## src/rtl/kf_frame_sequencer_if.sv

```systemverilog
// Stream and core-side bundle for the Kalman frame sequencer.
// master is the sequencer's view; slave is the environment's view.
interface kf_frame_sequencer_if #(
  parameter int N = 16
);
  logic         in_valid;
  logic         in_ready;
  logic [N-1:0] in_z00;
  logic [N-1:0] in_z10;
  logic [N-1:0] in_u00;
  logic [N-1:0] in_u10;

  logic         kf_start;
  logic [N-1:0] kf_z00;
  logic [N-1:0] kf_z10;
  logic [N-1:0] kf_u00;
  logic [N-1:0] kf_u10;
  logic [N-1:0] kf_x00_prev;
  logic [N-1:0] kf_x10_prev;
  logic         kf_done;
  logic [N-1:0] kf_x00_post;
  logic [N-1:0] kf_x10_post;

  logic         out_valid;
  logic         out_ready;
  logic [N-1:0] out_x00;
  logic [N-1:0] out_x10;
  logic [15:0]  out_idx;

  modport master (
    input  in_valid, in_z00, in_z10, in_u00, in_u10,
    output in_ready,
    output kf_start, kf_z00, kf_z10, kf_u00, kf_u10,
    output kf_x00_prev, kf_x10_prev,
    input  kf_done, kf_x00_post, kf_x10_post,
    output out_valid, out_x00, out_x10, out_idx,
    input  out_ready
  );

  modport slave (
    output in_valid, in_z00, in_z10, in_u00, in_u10,
    input  in_ready,
    input  kf_start, kf_z00, kf_z10, kf_u00, kf_u10,
    input  kf_x00_prev, kf_x10_prev,
    output kf_done, kf_x00_post, kf_x10_post,
    input  out_valid, out_x00, out_x10, out_idx,
    output out_ready
  );
endinterface

```

## src/rtl/kf_frame_sequencer.sv

```systemverilog
// Frame sequencer for the 2x2 Kalman core: sample FIFO, start/done FSM, state feedback.
// Optional watchdog on the core's done pulse: define KFSEQ_WDOG_EN.
`ifndef FXP_N
`define FXP_N 16
`endif
`ifndef FXP_FRAC
`define FXP_FRAC 8
`endif

module kf_frame_sequencer #(
  parameter int           N       = `FXP_N,
  parameter int           FRAC    = `FXP_FRAC,
  parameter int           DEPTH   = 4,
  parameter int           TIMEOUT = 40,
  parameter logic [N-1:0] X0_00   = '0,
  parameter logic [N-1:0] X0_10   = '0
) (
  input  logic                    clk,
  input  logic                    rst_n,
  input  logic                    init,
  kf_frame_sequencer_if.master    bus,
  output logic                    busy,
  output logic [$clog2(DEPTH):0]  fifo_level,
  output logic                    err_timeout
);
  localparam int          AW   = $clog2(DEPTH);
  localparam logic [AW:0] FULL = (AW+1)'(DEPTH);

  if (DEPTH < 2 || (DEPTH & (DEPTH - 1)) != 0) begin : g_bad_depth
    $error("DEPTH must be a power of 2 and >= 2");
  end
  if (FRAC < 0 || FRAC >= N || TIMEOUT < 2 || TIMEOUT > 64) begin : g_bad_cfg
    $error("FRAC or TIMEOUT out of range");
  end

  typedef struct packed {
    logic [N-1:0] z00;
    logic [N-1:0] z10;
    logic [N-1:0] u00;
    logic [N-1:0] u10;
  } sample_t;

  typedef enum logic [1:0] {IDLE, START, WAIT, GAP} state_t;

  state_t        state, state_nx;
  sample_t       mem [DEPTH];
  sample_t       op;
  logic [AW-1:0] wr_ptr, rd_ptr;
  logic [AW:0]   level;
  logic [N-1:0]  x00_prev, x10_prev;
  logic [N-1:0]  x00_out, x10_out;
  logic [15:0]   frame_idx, idx_out;
  logic          valid_out, rdy;
  logic          push, pop, can_go;
  logic          do_init, done_ok, wdog_hit;

  assign rdy    = level < FULL;
  assign push   = bus.in_valid && rdy;
  assign can_go = (level != '0) && (!valid_out || bus.out_ready);

  always_comb begin
    state_nx = state;
    pop      = 1'b0;
    do_init  = 1'b0;
    done_ok  = 1'b0;
    unique case (state)
      IDLE: begin
        if (init) begin
          do_init = 1'b1;
        end else if (can_go) begin
          state_nx = START;
          pop      = 1'b1;
        end
      end
      START: state_nx = WAIT;
      WAIT: begin
        if (bus.kf_done) begin
          done_ok  = 1'b1;
          state_nx = GAP;
        end else if (wdog_hit) begin
          state_nx = IDLE;
        end
      end
      GAP: begin
        // core drops its run flag here, so relaunch waits one cycle
        if (can_go) begin
          state_nx = START;
          pop      = 1'b1;
        end else begin
          state_nx = IDLE;
        end
      end
      default: state_nx = IDLE;
    endcase
  end

  always_ff @(posedge clk or negedge rst_n) begin
    if (!rst_n) state <= IDLE;
    else        state <= state_nx;
  end

  always_ff @(posedge clk) begin
    if (push) mem[wr_ptr] <= '{bus.in_z00, bus.in_z10, bus.in_u00, bus.in_u10};
  end

  always_ff @(posedge clk or negedge rst_n) begin
    if (!rst_n) begin
      wr_ptr <= '0;
      rd_ptr <= '0;
      level  <= '0;
    end else begin
      if (push) wr_ptr <= wr_ptr + AW'(1);
      if (pop)  rd_ptr <= rd_ptr + AW'(1);
      unique case (1'b1)
        push && !pop: level <= level + (AW+1)'(1);
        pop && !push: level <= level - (AW+1)'(1);
        default: ;
      endcase
    end
  end

  always_ff @(posedge clk or negedge rst_n) begin
    if (!rst_n)   op <= '0;
    else if (pop) op <= mem[rd_ptr];
  end

  always_ff @(posedge clk or negedge rst_n) begin
    if (!rst_n) begin
      x00_prev  <= X0_00;
      x10_prev  <= X0_10;
      x00_out   <= '0;
      x10_out   <= '0;
      idx_out   <= '0;
      frame_idx <= '0;
      valid_out <= 1'b0;
    end else begin
      if (do_init) begin
        x00_prev  <= X0_00;
        x10_prev  <= X0_10;
        frame_idx <= '0;
      end
      if (done_ok) begin
        x00_prev  <= bus.kf_x00_post;
        x10_prev  <= bus.kf_x10_post;
        x00_out   <= bus.kf_x00_post;
        x10_out   <= bus.kf_x10_post;
        idx_out   <= frame_idx;
        frame_idx <= frame_idx + 16'd1;
      end
      if (done_ok)                         valid_out <= 1'b1;
      else if (valid_out && bus.out_ready) valid_out <= 1'b0;
    end
  end

`ifdef KFSEQ_WDOG_EN
  logic [5:0] wdog_cnt;

  // counts from the START cycle; a done in the last cycle still wins
  assign wdog_hit = (state == WAIT) && !bus.kf_done &&
                    (wdog_cnt == 6'(TIMEOUT - 1));

  always_ff @(posedge clk or negedge rst_n) begin
    if (!rst_n)                            wdog_cnt <= '0;
    else if (state == IDLE || state == GAP) wdog_cnt <= '0;
    else                                   wdog_cnt <= wdog_cnt + 6'd1;
  end

  always_ff @(posedge clk or negedge rst_n) begin
    if (!rst_n)        err_timeout <= 1'b0;
    else if (wdog_hit) err_timeout <= 1'b1;
  end
`else
  assign wdog_hit    = 1'b0;
  assign err_timeout = 1'b0;
`endif

  assign bus.in_ready    = rdy;
  assign bus.kf_start    = (state == START);
  assign bus.kf_z00      = op.z00;
  assign bus.kf_z10      = op.z10;
  assign bus.kf_u00      = op.u00;
  assign bus.kf_u10      = op.u10;
  assign bus.kf_x00_prev = x00_prev;
  assign bus.kf_x10_prev = x10_prev;
  assign bus.out_valid   = valid_out;
  assign bus.out_x00     = x00_out;
  assign bus.out_x10     = x10_out;
  assign bus.out_idx     = idx_out;
  assign busy            = (state != IDLE);
  assign fifo_level      = level;

endmodule
```

## src/flat_wrapper.sv

```systemverilog
// flat-port wrapper written by rule: the top's interface ports become plain ports
module kf_frame_sequencer_flat 
#(
  parameter int           N       = `FXP_N,
  parameter int           FRAC    = `FXP_FRAC,
  parameter int           DEPTH   = 4,
  parameter int           TIMEOUT = 40,
  parameter logic [N-1:0] X0_00   = '0,
  parameter logic [N-1:0] X0_10   = '0
)
  (clk, rst_n, init, busy, fifo_level, err_timeout, bus_in_valid, bus_in_z00, bus_in_z10, bus_in_u00, bus_in_u10, bus_in_ready, bus_kf_start, bus_kf_z00, bus_kf_z10, bus_kf_u00, bus_kf_u10, bus_kf_x00_prev, bus_kf_x10_prev, bus_kf_done, bus_kf_x00_post, bus_kf_x10_post, bus_out_valid, bus_out_x00, bus_out_x10, bus_out_idx, bus_out_ready);
  kf_frame_sequencer_if #(.N(N)) bus_i ();
  input  logic clk;
  input  logic rst_n;
  input  logic init;
  output logic busy;
  output logic [$clog2(DEPTH):0] fifo_level;
  output logic err_timeout;
  input wire logic [$bits(bus_i.in_valid)-1:0] bus_in_valid;
  input wire logic [$bits(bus_i.in_z00)-1:0] bus_in_z00;
  input wire logic [$bits(bus_i.in_z10)-1:0] bus_in_z10;
  input wire logic [$bits(bus_i.in_u00)-1:0] bus_in_u00;
  input wire logic [$bits(bus_i.in_u10)-1:0] bus_in_u10;
  output wire logic [$bits(bus_i.in_ready)-1:0] bus_in_ready;
  output wire logic [$bits(bus_i.kf_start)-1:0] bus_kf_start;
  output wire logic [$bits(bus_i.kf_z00)-1:0] bus_kf_z00;
  output wire logic [$bits(bus_i.kf_z10)-1:0] bus_kf_z10;
  output wire logic [$bits(bus_i.kf_u00)-1:0] bus_kf_u00;
  output wire logic [$bits(bus_i.kf_u10)-1:0] bus_kf_u10;
  output wire logic [$bits(bus_i.kf_x00_prev)-1:0] bus_kf_x00_prev;
  output wire logic [$bits(bus_i.kf_x10_prev)-1:0] bus_kf_x10_prev;
  input wire logic [$bits(bus_i.kf_done)-1:0] bus_kf_done;
  input wire logic [$bits(bus_i.kf_x00_post)-1:0] bus_kf_x00_post;
  input wire logic [$bits(bus_i.kf_x10_post)-1:0] bus_kf_x10_post;
  output wire logic [$bits(bus_i.out_valid)-1:0] bus_out_valid;
  output wire logic [$bits(bus_i.out_x00)-1:0] bus_out_x00;
  output wire logic [$bits(bus_i.out_x10)-1:0] bus_out_x10;
  output wire logic [$bits(bus_i.out_idx)-1:0] bus_out_idx;
  input wire logic [$bits(bus_i.out_ready)-1:0] bus_out_ready;
  assign bus_i.in_valid = bus_in_valid;
  assign bus_i.in_z00 = bus_in_z00;
  assign bus_i.in_z10 = bus_in_z10;
  assign bus_i.in_u00 = bus_in_u00;
  assign bus_i.in_u10 = bus_in_u10;
  assign bus_in_ready = bus_i.in_ready;
  assign bus_kf_start = bus_i.kf_start;
  assign bus_kf_z00 = bus_i.kf_z00;
  assign bus_kf_z10 = bus_i.kf_z10;
  assign bus_kf_u00 = bus_i.kf_u00;
  assign bus_kf_u10 = bus_i.kf_u10;
  assign bus_kf_x00_prev = bus_i.kf_x00_prev;
  assign bus_kf_x10_prev = bus_i.kf_x10_prev;
  assign bus_i.kf_done = bus_kf_done;
  assign bus_i.kf_x00_post = bus_kf_x00_post;
  assign bus_i.kf_x10_post = bus_kf_x10_post;
  assign bus_out_valid = bus_i.out_valid;
  assign bus_out_x00 = bus_i.out_x00;
  assign bus_out_x10 = bus_i.out_x10;
  assign bus_out_idx = bus_i.out_idx;
  assign bus_i.out_ready = bus_out_ready;
  kf_frame_sequencer #(.N(N), .FRAC(FRAC), .DEPTH(DEPTH), .TIMEOUT(TIMEOUT), .X0_00(X0_00), .X0_10(X0_10)) u_core (.clk(clk), .rst_n(rst_n), .init(init), .bus(bus_i), .busy(busy), .fifo_level(fifo_level), .err_timeout(err_timeout));
endmodule
```

## config.mk

```make
export PLATFORM = sky130hd
export DESIGN_NAME = kf_frame_sequencer_flat
export DESIGN_NICKNAME = d
export VERILOG_FILES = /design/src/rtl/kf_frame_sequencer_if.sv /design/src/rtl/kf_frame_sequencer.sv /design/src/flat_wrapper.sv
export SDC_FILE = /design/constraint.sdc
export NUM_CORES = 1
export LEC_CHECK = 0
export ABC_CLOCK_PERIOD_IN_PS = 2700
export BUFFER_PORTS_ARGS = -buffer_cell sky130_fd_sc_hd__buf_2
export CAP_MARGIN = 40
export CORE_ASPECT_RATIO = 1.4
export CORE_MARGIN = 2
export CORE_UTILIZATION = 51
export DETAILED_ROUTE_END_ITERATION = 16
export PLACE_DENSITY = 0.76
export SYNTH_ARGS = -nofsm -noshare
export SYNTH_HDL_FRONTEND = slang
export SYNTH_SLANG_ARGS = --single-unit
```

## constraint.sdc

```tcl
create_clock -name clk -period 2.7 [get_ports clk]
set_input_delay 0.405 -clock clk [delete_from_list [all_inputs] [get_ports clk]]
set_output_delay 0.405 -clock clk [all_outputs]
set_load 0.05 [all_outputs]
```

[After elaboration in Yosys (flattened, before gate mapping)]
Memories as Yosys holds them, arrays and structs flattened. A register that Yosys moved wholly into a read port is not among the register bits.
Cells that the tools add are included.
Word-level totals
  bits in registers: 106
  RAM bits: 256
  input port bits: 102
  output and inout port bits: 152
  word-level logic and storage cells: 62
  memories kept: 1
Cells by class
  add/subtract/negate cells: 5
  magnitude comparators: 1
  equality and inequality tests: 6
  mux-type cells: 21
  reductions and logical operators: 17
Memory list
  u_core.mem: words 4, bits a word 64, read ports 1, clocked after Yosys merged registers in 1, write ports 1, line kf_frame_sequencer.sv:46  | sample_t mem [DEPTH];
Operator list (number)
  2-to-1 mux 16 bit: 4
  adder 16 x 1 -> 16 bit (second input constant): 1
  2-to-1 mux 1 bit: 11
  one-hot mux 2 bit (4 select lines): 1
  nonzero test 2 bit: 4
  2-to-1 mux 2 bit: 3
  one-hot mux 3 bit (2 select lines): 1
  logical AND 1 bit: 5
  adder 2 x 1 -> 2 bit (second input constant): 2
  == test 2 bit (second input constant): 2
  zero test 1 bit: 4
  inequality test 2 bit (second input constant): 2
  adder 3 x 1 -> 3 bit (second input constant): 1
  less-than comparator 3 bit (second input constant): 1
  AND reduction 3 bit: 1
  nonzero test 3 bit: 1
  subtractor 3 x 1 -> 3 bit (second input constant): 1
  == test 2 x 1 -> 1 bit (second input constant): 1
  zero test 2 bit: 1
  inequality test 2 x 1 -> 1 bit (second input constant): 1
  one-hot mux 1 bit (2 select lines): 1
  logical OR 1 bit: 1

[Logic depth before layout (Yosys ltp)]
  word-level depth: 9
  mapped depth: 12
  gate-level depth less buffers: 10

[Worst setup path after synthesis]
No wires, ideal clock.
  path kind: register to register
  from: register u_core.level[2], in the netlist u_core.fifo_level[2]
  to: memory u_core.mem[0][0] in the netlist's numbering (enable)
  setup time: 0.429 ns
  arrival time: 2.507 ns
  required time: 2.271 ns
  slack: -0.236 ns
  cell stages (with the launch flop): 4
  buffers on the path: 1
  period minus slack after synthesis: 2.936 ns
  cells stage by stage: dfrtp_1 nor2b_1 clkbuf_1 and2_1
On the way
  word-level cells in the longest chain between the ends: 4
RTL lines
  start: declaration: line kf_frame_sequencer.sv:49  | logic [AW:0] level;
  start signal: assignment: line kf_frame_sequencer.sv:115  | push && !pop: level <= level + (AW+1)'(1);
  start signal: assignment: line kf_frame_sequencer.sv:116  | pop && !push: level <= level - (AW+1)'(1);
  less-than comparator 3 bit: line kf_frame_sequencer.sv:57  | assign rdy = level < FULL;
  logical AND 1 bit: line kf_frame_sequencer.sv:58  | assign push = bus.in_valid && rdy;
  2-to-1 mux 1 bit: line kf_frame_sequencer.sv:103  | if (push) mem[wr_ptr] <= '{bus.in_z00, bus.in_z10, bus.in_u00, bus.in_u10};
  2-to-1 mux 1 bit (not written as such): line kf_frame_sequencer.sv:103
  end: declaration: line kf_frame_sequencer.sv:46
Every way passes these cells.

[Worst setup path in the final report]
  from: register u_core.state[0]
  to: register u_core.level[2], in the netlist u_core.fifo_level[2]
On the way
  word-level cells in the longest chain between the ends: 5
  elaborated cells on any way between the ends: 8
  classes of those cells: 1 x eq/ne; 2 x mux; 5 x reduce/logical
RTL lines
  start: declaration: line kf_frame_sequencer.sv:45  | state_t state, state_nx;
  start signal: assignment: line kf_frame_sequencer.sv:99  | else state <= state_nx;
  == test 2 bit or zero test 2 bit (tied branches): line kf_frame_sequencer.sv:66  | unique case (state)
  one-hot mux 1 bit (2 select lines) (*): line kf_frame_sequencer.sv:66
  zero test 1 bit: line kf_frame_sequencer.sv:115
  logical AND 1 bit: line kf_frame_sequencer.sv:115
  one-hot mux 3 bit (2 select lines) or nonzero test 2 bit (tied branches)
Mark *: on every way between the ends. The rest lies on a longest branch, timed or not.
A chain may end at the register's enable or synchronous reset.

==> impl_metrics.csv <==
group,metric,value,unit
pwr,p_leak,7.891,nW
synthesis,synth_cell_types,39,
sta,tightest_slew,0.5667,ns
placement,hpwlAfterDp,20630,µm
grt,gr-usage-all-layers,19.75,%
die,start_util,51.95,%
grt,grt_pass1_wl,50160,µm
die,chipHeight,213.6,µm
sta,worst_clock_skew,0.01230,ns
synthesis,synth_area,16010,µm²
sta,setup_viol,0,
worst_setup_path,crit_required,3.15,ns
synthesis,synthTopCellsByArea,"edfxtp_1 (48%), dfrtp_1 (27%), mux4_2 (9.0%)",
routing,dr.pass1.iters,5,
placement,placed_area,17890,µm²
grt,antenna_found_initial,6,
finish,area_growth,20.05,%
synthesis,avgSynthCellArea,17.67,µm²
clock_tree,clk_pin_slew,0.06,ns
finish,seq_area,11950,µm²
grt,overflow,0,
placement,place.gp.congestion,0.7477,
worst_setup_path,path_buf_inv,2,
synthesis,synth_edf_count,256,
synthesis,yosys.area.top_type,"edfxtp_1",
flow_run,max_cap_violations,0,
pwr,seq_power_share,38.6,%
grt,grt_start_max_net_pins,71,
finish,layout.nets,1292,
placement,port_buffers,252,
min_path,hold_start,"bus_in_z10[6]",
sta,hold_violations,0,
finish,fillers,2237,
clock_tree,root_buffer,"clkbuf_16",
synthesis,ys_seq_area_share,74.60,%
synthesis,synth_top_cell_area_share,48.03,%
pwr,power.total,24.41,mW
finish,final_layout_size_suffix_gt1_share,38.65,%
sta,setup_ws,0.2820,ns
clock_tree,h-tree-depth,2,
worst_setup_path,path_class,"reg2reg",
pwr,clockPowerShare,22.6,%
clock_tree,cts.sinks,426,
worst_setup_path,path_max_fanout,5,
synthesis,yosys_register_bits,426,
finish,final_area,19220,µm²
synthesis,yosys_warnings,0,
sta,tns,0,ns
sta,rsz0062_at_grt,"false",
pwr,power.share.switching,38.72,%
worst_setup_path,cp.arrival,2.87,ns
clock_tree,cts_setup_buffers,0,
worst_setup_path,crit_family,"adder cells",
clock_tree,clock_path_buffers,3,
min_path,hp-class,"in2reg",
synthesis,synthTopCellsByCount,"edfxtp_1 (256), dfrtp_1 (170), nand2_1 (148), mux4_2 (64), mux2_2 (58)",
sta,slew_headroom,61.93,%
die,rows,76,
worst_setup_path,cp-startpoint,"u_core.state[0]$_DFFE_PN0P_",
routing,antenna_left,0,
clock_tree,worstSkewPairLatency,0.54,ns
clock_tree,cts_tree,"done",
routing,routed_wl,32280,µm
routing,wl_per_cell,20.15,µm
outcome,status,"finished clean",
clock_tree,cts_buffers,41,
worst_setup_path,crit_chain,"inv_1 -> ha_1 -> nand2b_1 -> a2111oi_4 -> ha_1 -> inv_1 -> fa_1 -> xor2_1 -> nor2_1 -> xnor2_1",
pwr,vdd_drop_max,0.8501,mV
routing,via_per_inst,5.506,
pwr,combinationalPowerShare,38.7,%
routing,num_vias,8821,
pwr,p_per_area,1271,nW/µm²
synthesis,syn_inst,906,
sta,slew_violations,0,
finish,multi_input_area,3792,µm²
sta,period_needed,2.418,ns
routing,drc,0,
worst_setup_path,r2r-start,"u_core.state[0]$_DFFE_PN0P_",
synthesis,ys.flop_type,"edfxtp_1",
die,die_area,32840,µm²
worst_setup_path,crit_path_end_kind,"register",
die,ios,254,
sta,fmax,413.6,MHz
worst_setup_path,crit_path_max_incr_delay,0.45,ns
sta,fin_crit_sh,89.56,%
routing,drtIter0Drc,569,
finish,final_core_util,62.37,%
synthesis,synth_fp_nets,1020,
synthesis,yosysMostFrequentCell,"edfxtp_1",
die,die_w,153.7,µm
placement,place_ws,0.2661,ns
synthesis,async_flop_share,39.91,%
worst_setup_path,cpMaxStageDelayCell,"a2111oi_4",
pwr,p_int,14.96,mW
grt,grt_pass1_vias,9113,
worst_setup_path,worstSetupStartpointType,"register",
die,core,30810,µm²
pwr,switchingPower,9.452,mW
==> power groups by stage <==
stage / Combinational [mW] / Clock (mW) / Sequential [mW]
floorplan: 3.88 / 0 / 12.7
global placement: 9.41 / 0 / 9.49
detailed placement: 9.58 / 0 / 9.54
CTS: 9.60 / 5.66 / 9.45
global route: 10.0 / 5.90 / 9.61
finish: 9.45 / 5.53 / 9.44
==> metrics by stage <==
stage	cells	hold slack, ns
finish	1602	0.07563
global route	1602	0.06311
CTS	1601	0.04907
detailed placement	1524	0.3676
global placement	1524	0.3679
floorplan	906	0.1094
==> timing repair <==
| action | 4_1_cts | 5_1_grt |
|---|---|---|
| endpoints found under the hold margin | 38 | 0 |
| resized for setup | 0 | 0 |
| setup endpoints to repair | 0 | 0 |
| hold buffers | 1 | 0 |
==> registers in the layout, indices dropped and copies added, names as in the netlist, 2 cells and up <==
name	flops
u_core.bus.out_idx	16
u_core.fifo_level	3
u_core.bus.out_x00	16
u_core.rd_ptr	2
u_core.frame_idx	16
u_core.bus.kf_x10_prev	16
u_core.bus.kf_z00	16
u_core.bus.kf_z10	16
u_core.mem	256
u_core.wr_ptr	2
u_core.bus.kf_u00	16
u_core.bus.kf_u10	16
u_core.bus.kf_x00_prev	16
u_core.state	2
u_core.bus.out_x10	16
==> metal layers <==
metal | wire (µm) | global-route usage, %
met1 | 12210 | 23.56
met2 | 16850 | 35.26
met3 | 2544 | 5.618
met4 | 606 | 5.599
met5 | 67 | 0
==> cell type report <==
class                           count  share of cell area (%)
Inverter                           14                  0.2735
Sequential cell                   426                   62.18
Antenna cell                        1                 0.01302
Timing Repair Buffer              279                   8.445
Multi-Input combinational cell    416                   19.74
Tap cell                          390                   2.539
Clock inverter                     14                  0.6316
Clock buffer                       62                   6.179
==> kinds of logic (layout without fill, tap and decap cells) <==
kind of cell    Yosys count  in the layout  synth area share, %
buf+inv                  64            369                1.860
simple gates            189            189                4.995
fa+ha+maj                12             12               0.9849
flops                   426            426                74.60
xor+xnor                  6              6               0.3283
compound gates           79             79                3.635
other cells               1              2              0.02343
mux                     129            129                13.57
==> worst paths after layout <==
| check | to | slack (ns) | depth (start not counted) |
|---|---|---|---|
| worst min register to register | u_core.bus.out_x00[6]$_DFFE_PN0P_ | 0.47 | 2 |
| min in group asynchronous | u_core.bus.kf_x00_prev[10]$_DFFE_PN0P_ | 0.36 | 2 |
| max in group asynchronous | u_core.bus.kf_u00[7]$_DFFE_PN0P_ | 1.61 | 3 |
| worst max-delay path | u_core.fifo_level[2]$_DFFE_PN0P_ | 0.28 | 10 |
| worst max register to register | u_core.fifo_level[2]$_DFFE_PN0P_ | 0.28 | 10 |
| worst min-delay path | u_core.mem[1][38]$_DFFE_PP_ | 0.08 | 1 |
==> layout by cell type (no fill, tap or decap), drive strengths merged, types with 2 or more instances in the layout <==
cell    netlist  layout
buf          27     278
a31o          2       2
and3          2       2
nor2          5       5
dfrtp       170     170
nor2b         2       2
bufinv        0       2
mux2         64      64
nand4         7       7
clkbuf       23      62
clkinv        0       9
nand2       148     148
inv          14      16
and2          7       7
a21oi         8       8
o21ai        21      21
o31ai         4       4
nand2b        4       4
or3           2       2
a31oi         5       5
nor3          3       3
mux4         64      64
nand3         5       5
xnor2         4       4
a41oi         2       2
ha           11      11
xor2          2       2
a22o         33      33
and4          4       4
edfxtp      256     256
Power figures use the tool's default switching activity.
